==> config.mk <==
export PLATFORM = sky130hd
export DESIGN_NAME = delivery_window_mask
export DESIGN_NICKNAME = d
export VERILOG_FILES = /design/src/rtl/delivery_pkg.sv /design/src/rtl/delivery_window_mask.sv
export SDC_FILE = /design/constraint.sdc
export NUM_CORES = 1
export LEC_CHECK = 0
export BUFFER_PORTS_ARGS = -buffer_cell sky130_fd_sc_hd__buf_2
export CAP_MARGIN = 10
export CORE_MARGIN = 2
export CORE_UTILIZATION = 35
export DETAILED_ROUTE_END_ITERATION = 6
export SYNTH_ARGS = -nofsm -noshare
export SYNTH_HDL_FRONTEND = slang
export SYNTH_SLANG_ARGS = --single-unit
==> constraint.sdc <==
create_clock -name clock -period 1.5 [get_ports clock]
set_input_delay 0.3 -clock clock [delete_from_list [all_inputs] [get_ports clock]]
set_output_delay 0.3 -clock clock [all_outputs]
set_load 0.03 [all_outputs]
==> src/rtl/delivery_pkg.sv <==
// Shared definitions for the delivery-game collision checker: FSM encoding and
// default geometry / gameplay constants.
package delivery_pkg;

  typedef enum logic [1:0] {
    IDLE   = 2'd0,
    SCAN   = 2'd1,
    REPORT = 2'd2
  } state_t;

  localparam int DEF_LANES       = 4;
  localparam int DEF_WIN_LO      = 0;
  localparam int DEF_WIN_HI      = 7;
  localparam int DEF_START_LIVES = 3;
  localparam int COLLECT_MAX     = 7;
`ifdef DELIVERY_INVULN_EN
  localparam int DEF_INVULN_MOVES = 16;
`endif

endpackage

==> src/rtl/delivery_window_mask.sv <==
// Per-cell "already consumed" flags for the player's window. Scrolls down one
// row with every map shift; a set in the same cycle uses the post-shift row.
module delivery_window_mask
  import delivery_pkg::*;
#(
  parameter int WIN    = 8,
  parameter int LANES  = DEF_LANES,
  parameter int ROW_W  = 3,
  parameter int LANE_W = 2
) (
  input  logic              clock,
  input  logic              reset,
  input  logic              shift,
  input  logic              set_en,
  input  logic [ROW_W-1:0]  set_row,
  input  logic [LANE_W-1:0] set_lane,
  input  logic [ROW_W-1:0]  rd_row,
  input  logic [LANE_W-1:0] rd_lane,
  output logic              rd_bit
);

  logic [WIN-1:0][LANES-1:0] mask;
  logic [WIN-1:0][LANES-1:0] mask_next;

  always_comb begin
    mask_next = mask;
    if (shift) begin
      for (int i = 0; i < WIN - 1; i++) begin
        mask_next[i] = mask[i + 1];
      end
      mask_next[WIN - 1] = '0;
    end
    if (set_en) begin
      mask_next[set_row][set_lane] = 1'b1;
    end
  end

  always_ff @(posedge clock or posedge reset) begin
    if (reset) begin
      mask <= '0;
    end else begin
      mask <= mask_next;
    end
  end

  assign rd_bit = mask[rd_row][rd_lane];

endmodule

==> impl_results.md, run 1 <==
- Max Slew Vio Count: 0
- Nets: around 210
- Slowest CP cell: dfrtp_1
- First-pass GRT wire length: approximately 7000 um
- HPWL Detailed: between 2000 and 3000 um
- Worst EP arrival: around 1600 ps
- Final WL: between 3000 and 4000 um
- Sequential share of the synthesized area: 0.471
- Root Driver: clkbuf_8
- Fillers: between 400 and 500
- Area Overhead vs Synth: 24.9%
- Syn. warnings: 0
- R2r endpoint: mask[14]
- Worst hold path class: input pin to asynchronous set/reset pin
- Placer Congestion: ~0.92
- CP Cell Sequence: mux2i_1 -> nand2_1 -> nand3_1 -> nand2_1 -> a311o_2 -> buf_6
- Length of routed wiring on met1: around 1800 um
- CTS Buffer Depth: 2
- Crit path capture type: primary output
- Vias per Instance: about 5.4
- Residual DRC: 0
- Syn Inst Count: about 160
- Min Hold Slack: 93.7 ps
- DR iter-0 viols: 52
- Total GRT Usage: 0.171
- Port bufs: 14
- Die height: 73.7 um
- Share of the synthesized area in the top cell type: 0.471
- Max FFs per register: 32
- RSZ-0062 raised after global routing: yes
- # rows: 25
- Skew-Pair Late Insertion Delay: approximately 280 ps
- Vias: ~1400
- Most repeated library cell on the critical path: nand2_1
- CTS tree: done
- Registers with the most flip-flops: mask (32)
- Worst setup path class: flop to primary output
- Commonest non-fill, non-tap cells in the layout: mux2i_1, dfrtp_1, o21ai_0
- Reg clk slew, reported paths: ~60 ps
- Flop and latch count out of synthesis: 32
- CP max stage delay: around 380 ps
- Antenna diodes: 0
- CTS H-tree depth: 2
- Vias in the first global route: between 1000 and 1500
- Commonest non-fill, non-tap cell in the layout: mux2i_1
- Pre-antenna DRT Iters: 4
- Cell variety after synth: 24
- Die area: 5430 um^2
- Worst Max-Slew Pin Slew: between 400 and 500 ps
- VDD IR-drop max: ~560 uV
- Startpoint types: flop
- Syn Nets: 170
- Worst path required time: around 1200 ps
- Routed Antenna Nets: 0
- Hold Buf Count CTS: 0
- Largest Register: mask
- DR top layer: met4
- Clock skew: 2.58 ps
- Reg2reg setup slack: approximately 600 ps
- Largest net degree at the start of global routing: 33
- Met2 WL: between 1500 and 2000 um
- Status: finished, violations left
- Initial Utilization: 0.362
- Mapped Area: ~1700 um^2
- Period Utilization, post-route: 1.26
- Routed WL per cell: between 15 and 20 um
- F_max: around 0.53 GHz
- Violated checks: setup timing
- CORE AREA: about 4700 um^2
- Tot Pwr: 2.24 mW
- Kind of cell adding the most delay to the critical path: flip-flops
- Syn avg cell area: approximately 11 um^2
- Leak: around 1.1 nW
- CP max FO: 2
- Pwr/cell area: between 1000 and 1500 nW/um^2
- Synth area leader: dfrtp_1
- Tmin final: roughly 1900 ps
- Final hold vios: 0
- Max-Cap Viols: 0
- Top Ports: 15
- Layout cell share with drive strength beyond 1: 0.265
- Min setup slack post-route: -386 ps
- Cts bufs inserted: 5
- Wire length on met3: 100 um
- GRT Residual Overflow: 0
- R2R depth: 3
- Die width: ~74 um
- Reg2reg start: mask[18]
- Max-slew headroom: 0.723
- Crit path buffers/inverters: 1
- Postcts setup bufs: 0
- Setup violators final: 1
- Largest cells by area after synthesis: dfrtp_1, mux2i_1, o21ai_0
- Initial antenna violation count: 0
- Clock sink total: 32
==> timing repair <==
item / in CTS / in global routing
resized for setup: 2 / 0
endpoints found under the setup margin: 1 / 1
cloned: 0 / 0
pin swaps: 2 / 5
==> metal layers <==
metal | GRT usage | vias up
met4 | 0.0848 | 0
met3 | 0.0302 | 9
met1 | 0.220 | 674
li1 | - | 661
met2 | 0.275 | 24
met5 | 0 | -
==> cells in the mapped netlist <==
master    instances
mux2i_1          44
dfrtp_1          32
o21ai_0          28
nand2_1           7
inv_1             5
nand3b_1          5
a22oi_1           4
nand3_1           4
o22ai_1           4
a21oi_1           3
buf_2             3
or3b_2            3
clkbuf_1          2
nor2_1            2
a211oi_1          1
a311o_1           1
and2_1            1
and2b_1           1
buf_12            1
buf_6             1
nand2b_1          1
nand4b_1          1
nor2b_1           1
or3_1             1
==> worst min-delay path, cell delays in order <==
cell,delay [ps]
buf_2,90
inv_1,40
buf_4,360
==> how the worst max path moves through the flow <==
stage | startpoint | endpoint | slack, ps | cells past startpoint
finish | mask[27] | rd_bit | -390 | 6
floorplan | rd_row[1] | rd_bit | -110 | 7
CTS | mask[14] | rd_bit | -390 | 6
global route | mask[11] | rd_bit | -470 | 6
detailed placement | rd_row[1] | rd_bit | -370 | 8
global placement | rd_row[1] | rd_bit | -320 | 8
==> report_power, final <==
group / total [mW] / leakage, nW / internal, mW / switching [mW]
clock network: 0.669 / 0.0455 / 0.374 / 0.295
logic: 0.513 / 0.580 / 0.270 / 0.243
registers: 1.06 / 0.429 / 0.986 / 0.0712
==> stage by stage <==
step	cells	TNS (ps)	setup slack, ps	instance area (um^2)	utilization
after floorplan	156	-109	-109	1700	-
after global placement	246	-320	-320	2030	0.432
after detailed placement	246	-375	-375	2030	0.432
after CTS	254	-386	-386	2120	0.453
after global routing	254	-469	-469	2120	0.453
final	254	-386	-386	2120	0.453
==> area by class of cell <==
| cell class | count | area [um^2] | share of cell area |
|---|---|---|---|
| clock buffer | 8 | 90.1 | 0.0424 |
| inverter | 5 | 18.8 | 0.00883 |
| multi-input combinational | 112 | 828 | 0.390 |
| sequential | 32 | 801 | 0.377 |
| tap | 54 | 67.6 | 0.0318 |
| timing repair buffer | 43 | 319 | 0.150 |
==> logic make-up after synthesis <==
| logic type | after synthesis | share of synthesized area |
|---|---|---|
| compound gates | 41 | 0.134 |
| buf+inv | 12 | 0.0427 |
| flops | 32 | 0.471 |
| mux | 44 | 0.259 |
| simple gates | 27 | 0.0935 |
No activity file was read; power rests on OpenSTA's default activity.
==> run 2: changes to the inputs <==
--- a/config.mk
+++ b/config.mk
@@ -10,6 +10,8 @@
 export CORE_MARGIN = 2
 export CORE_UTILIZATION = 35
 export DETAILED_ROUTE_END_ITERATION = 6
+export SETUP_SLACK_MARGIN = 0.4
 export SYNTH_ARGS = -nofsm -noshare
 export SYNTH_HDL_FRONTEND = slang
 export SYNTH_SLANG_ARGS = --single-unit
+export TNS_END_PERCENT = 50
==> impl_results.md, run 2 (synthesis results as in run 1) <==
- Area post-placement: 2070 um^2 (was 2030 um^2)
- CTS Buffer Depth: 2 (unchanged)
- Die width: 73.7 um (unchanged)
- Tmin final: 1870 ps (was 1890 ps)
- Commonest non-fill, non-tap cells in the layout: mux2i_1, dfrtp_1, buf_4 (was mux2i_1, dfrtp_1, o21ai_0)
- CP startpoint: mask[14] (was mask[27])
- Worst Max-Slew Pin Slew: 416 ps (about the same)
- Post-Layout Cell Count: 259 (was 254)
- Worst setup path class: flop to primary output (unchanged)
- Met2 Usage GRT: 0.286 (was 0.275)
- Worst hold path class: input pin to asynchronous set/reset pin (unchanged)
- Registers with the most flip-flops: mask (32) (unchanged)
- Nets: 218 (was 213)
- Initial antenna violation count: 0 (unchanged)
- Final WL: 4160 um (was 3960 um)
- Final core occ: 0.461 (was 0.453)
- Layout cell share with drive strength beyond 1: 0.293 (was 0.265)
- Commonest non-fill, non-tap cell in the layout: mux2i_1 (unchanged)
- CTS tree: done (unchanged)
- Routed WL per cell: 16.0 um (was 15.6 um)
- CP max FO: 2 (unchanged)
- Initial Utilization: 0.362 (unchanged)
- Routed Antenna Nets: 0 (unchanged)
- Pwr/cell area: 1050 nW/um^2 (about the same)
- Reg clk slew, reported paths: 70 ps (was 60 ps)
- Postcts setup bufs: 0 (unchanged)
- Worst path required time: 1200 ps (about the same)
- Max-Cap Viols: 0 (unchanged)
- Root Driver: clkbuf_8 (unchanged)
- Vias per Instance: 5.24 (was 5.39)
- Max-slew headroom: 0.723 (about the same)
- Cts bufs inserted: 5 (unchanged)
- Startpoint types: flop (unchanged)
- # rows: 25 (unchanged)
- Die height: 73.7 um (unchanged)
- Final hold vios: 0 (unchanged)
- HPWL Detailed: 3190 um (was 2990 um)
- Worst EP arrival: 1570 ps (was 1590 ps)
- Vias: 1358 (was 1368)
- Largest net degree at the start of global routing: 33 (unchanged)
- Violated checks: setup timing (unchanged)
- CP Cell Sequence: mux2i_1 -> a22oi_1 -> nand4b_1 -> a21oi_1 -> a311o_2 -> buf_6 (was mux2i_1 -> nand2_1 -> nand3_1 -> nand2_1 -> a311o_2 -> buf_6)
- Largest Register: mask (unchanged)
- First-pass GRT wire length: 7020 um (was 6970 um)
- Placed cell count: 251 (was 246)
- Met3 usage: 0.0370 (was 0.0302)
- Slowest CP cell: dfrtp_1 (unchanged)
- Skew-Pair Late Insertion Delay: 280 ps (about the same)
- Residual DRC: 0 (unchanged)
- Clock sink total: 32 (unchanged)
- Leak: 1.08 nW (was 1.05 nW)
- DR iter-0 viols: 51 (was 52)
- Area Overhead vs Synth: 27.3% (was 24.9%)
- Period Utilization, post-route: 1.25 (was 1.26)
- Setup violators final: 1 (unchanged)
- Tot Pwr: 2.28 mW (was 2.24 mW)
- CTS H-tree depth: 2 (unchanged)
- Port bufs: 14 (unchanged)
- Reg2reg start: mask[17] (was mask[18])
- Pre-antenna DRT Iters: 4 (unchanged)
- VDD IR-drop max: 597 uV (was 560 uV)
- Max FFs per register: 32 (unchanged)
- Grt met1 use: 0.227 (was 0.220)
- Top Ports: 15 (unchanged)
- CP max stage delay: 390 ps (was 380 ps)
- Clock skew: 4.61 ps (was 2.58 ps)
- Placer Congestion: 0.840 (was 0.916)
- Total GRT Usage: 0.175 (was 0.171)
- Worst slack, placed: -354 ps (was -375 ps)
- Crit path capture type: primary output (unchanged)
- Min setup slack post-route: -371 ps (was -386 ps)
- Status: finished, violations left (unchanged)
- Final instance area: 2160 um^2 (was 2120 um^2)
- Most used routing layer: met2 (unchanged)
- Die area: 5430 um^2 (unchanged)
- F_max: 0.534 GHz (was 0.530 GHz)
- Setup TNS Final: -371 ps (was -386 ps)
- CORE AREA: 4690 um^2 (unchanged)
- GRT Residual Overflow: 0 (unchanged)
- Vias in the first global route: 1457 (was 1442)
- RSZ-0062 raised after global routing: yes (unchanged)
- Antenna diodes: 0 (unchanged)
- Max Slew Vio Count: 0 (unchanged)
- Min Hold Slack: 94.0 ps (was 93.7 ps)
==> run 2: layout make-up <==
cell class	count	area, um^2
Clock inverter	2	10.0
Fill cell	448	2530
Inverter	5	18.8
Multi-Input combinational cell	112	828
Sequential cell	32	801
Tap cell	54	67.6
Clock buffer	6	82.6
Timing Repair Buffer	48	357
==> run 2: what timing repair did <==
action                     in CTS  in global routing
resized for setup               2                  0
setup endpoints to repair       1                  1
hold endpoints to repair        0                  0
pin swaps                       4                  5
gates cloned                    0                  0
hold buffers                    0                  0
==> run 2: power breakdown <==
part	switching, mW	internal [mW]	total, mW
clock	0.318	0.366	0.684
sequential	0.0769	0.986	1.06
combinational	0.244	0.288	0.532
total	0.639	1.64	2.28
==> run 2: final timing paths <==
path,cells after the start,slack [ps],endpoint
setup / recovery,6,-370,rd_bit
hold / removal,3,90,mask[14]
setup reg to reg,3,590,mask[13]
hold reg to reg,2,510,mask[1]
max in group asynchronous,3,1110,mask[13]
min in group clock,3,450,mask[4]
==> run 2: critical path: cells and delay by family (launching register included) <==
family / cells / cell delay, ps
AO/OA/AOI/OAI: 3 / 520
flip-flops: 1 / 390
multiplexers: 1 / 140
buffers and inverters: 1 / 140
AND/OR/NAND/NOR: 1 / 90
==> run 2: metal layers <==
metal  share of wire  routed length (um)
met5               0                   0
met1            0.44                1850
met4           0.013                  54
met3           0.035                 146
met2            0.51                2110
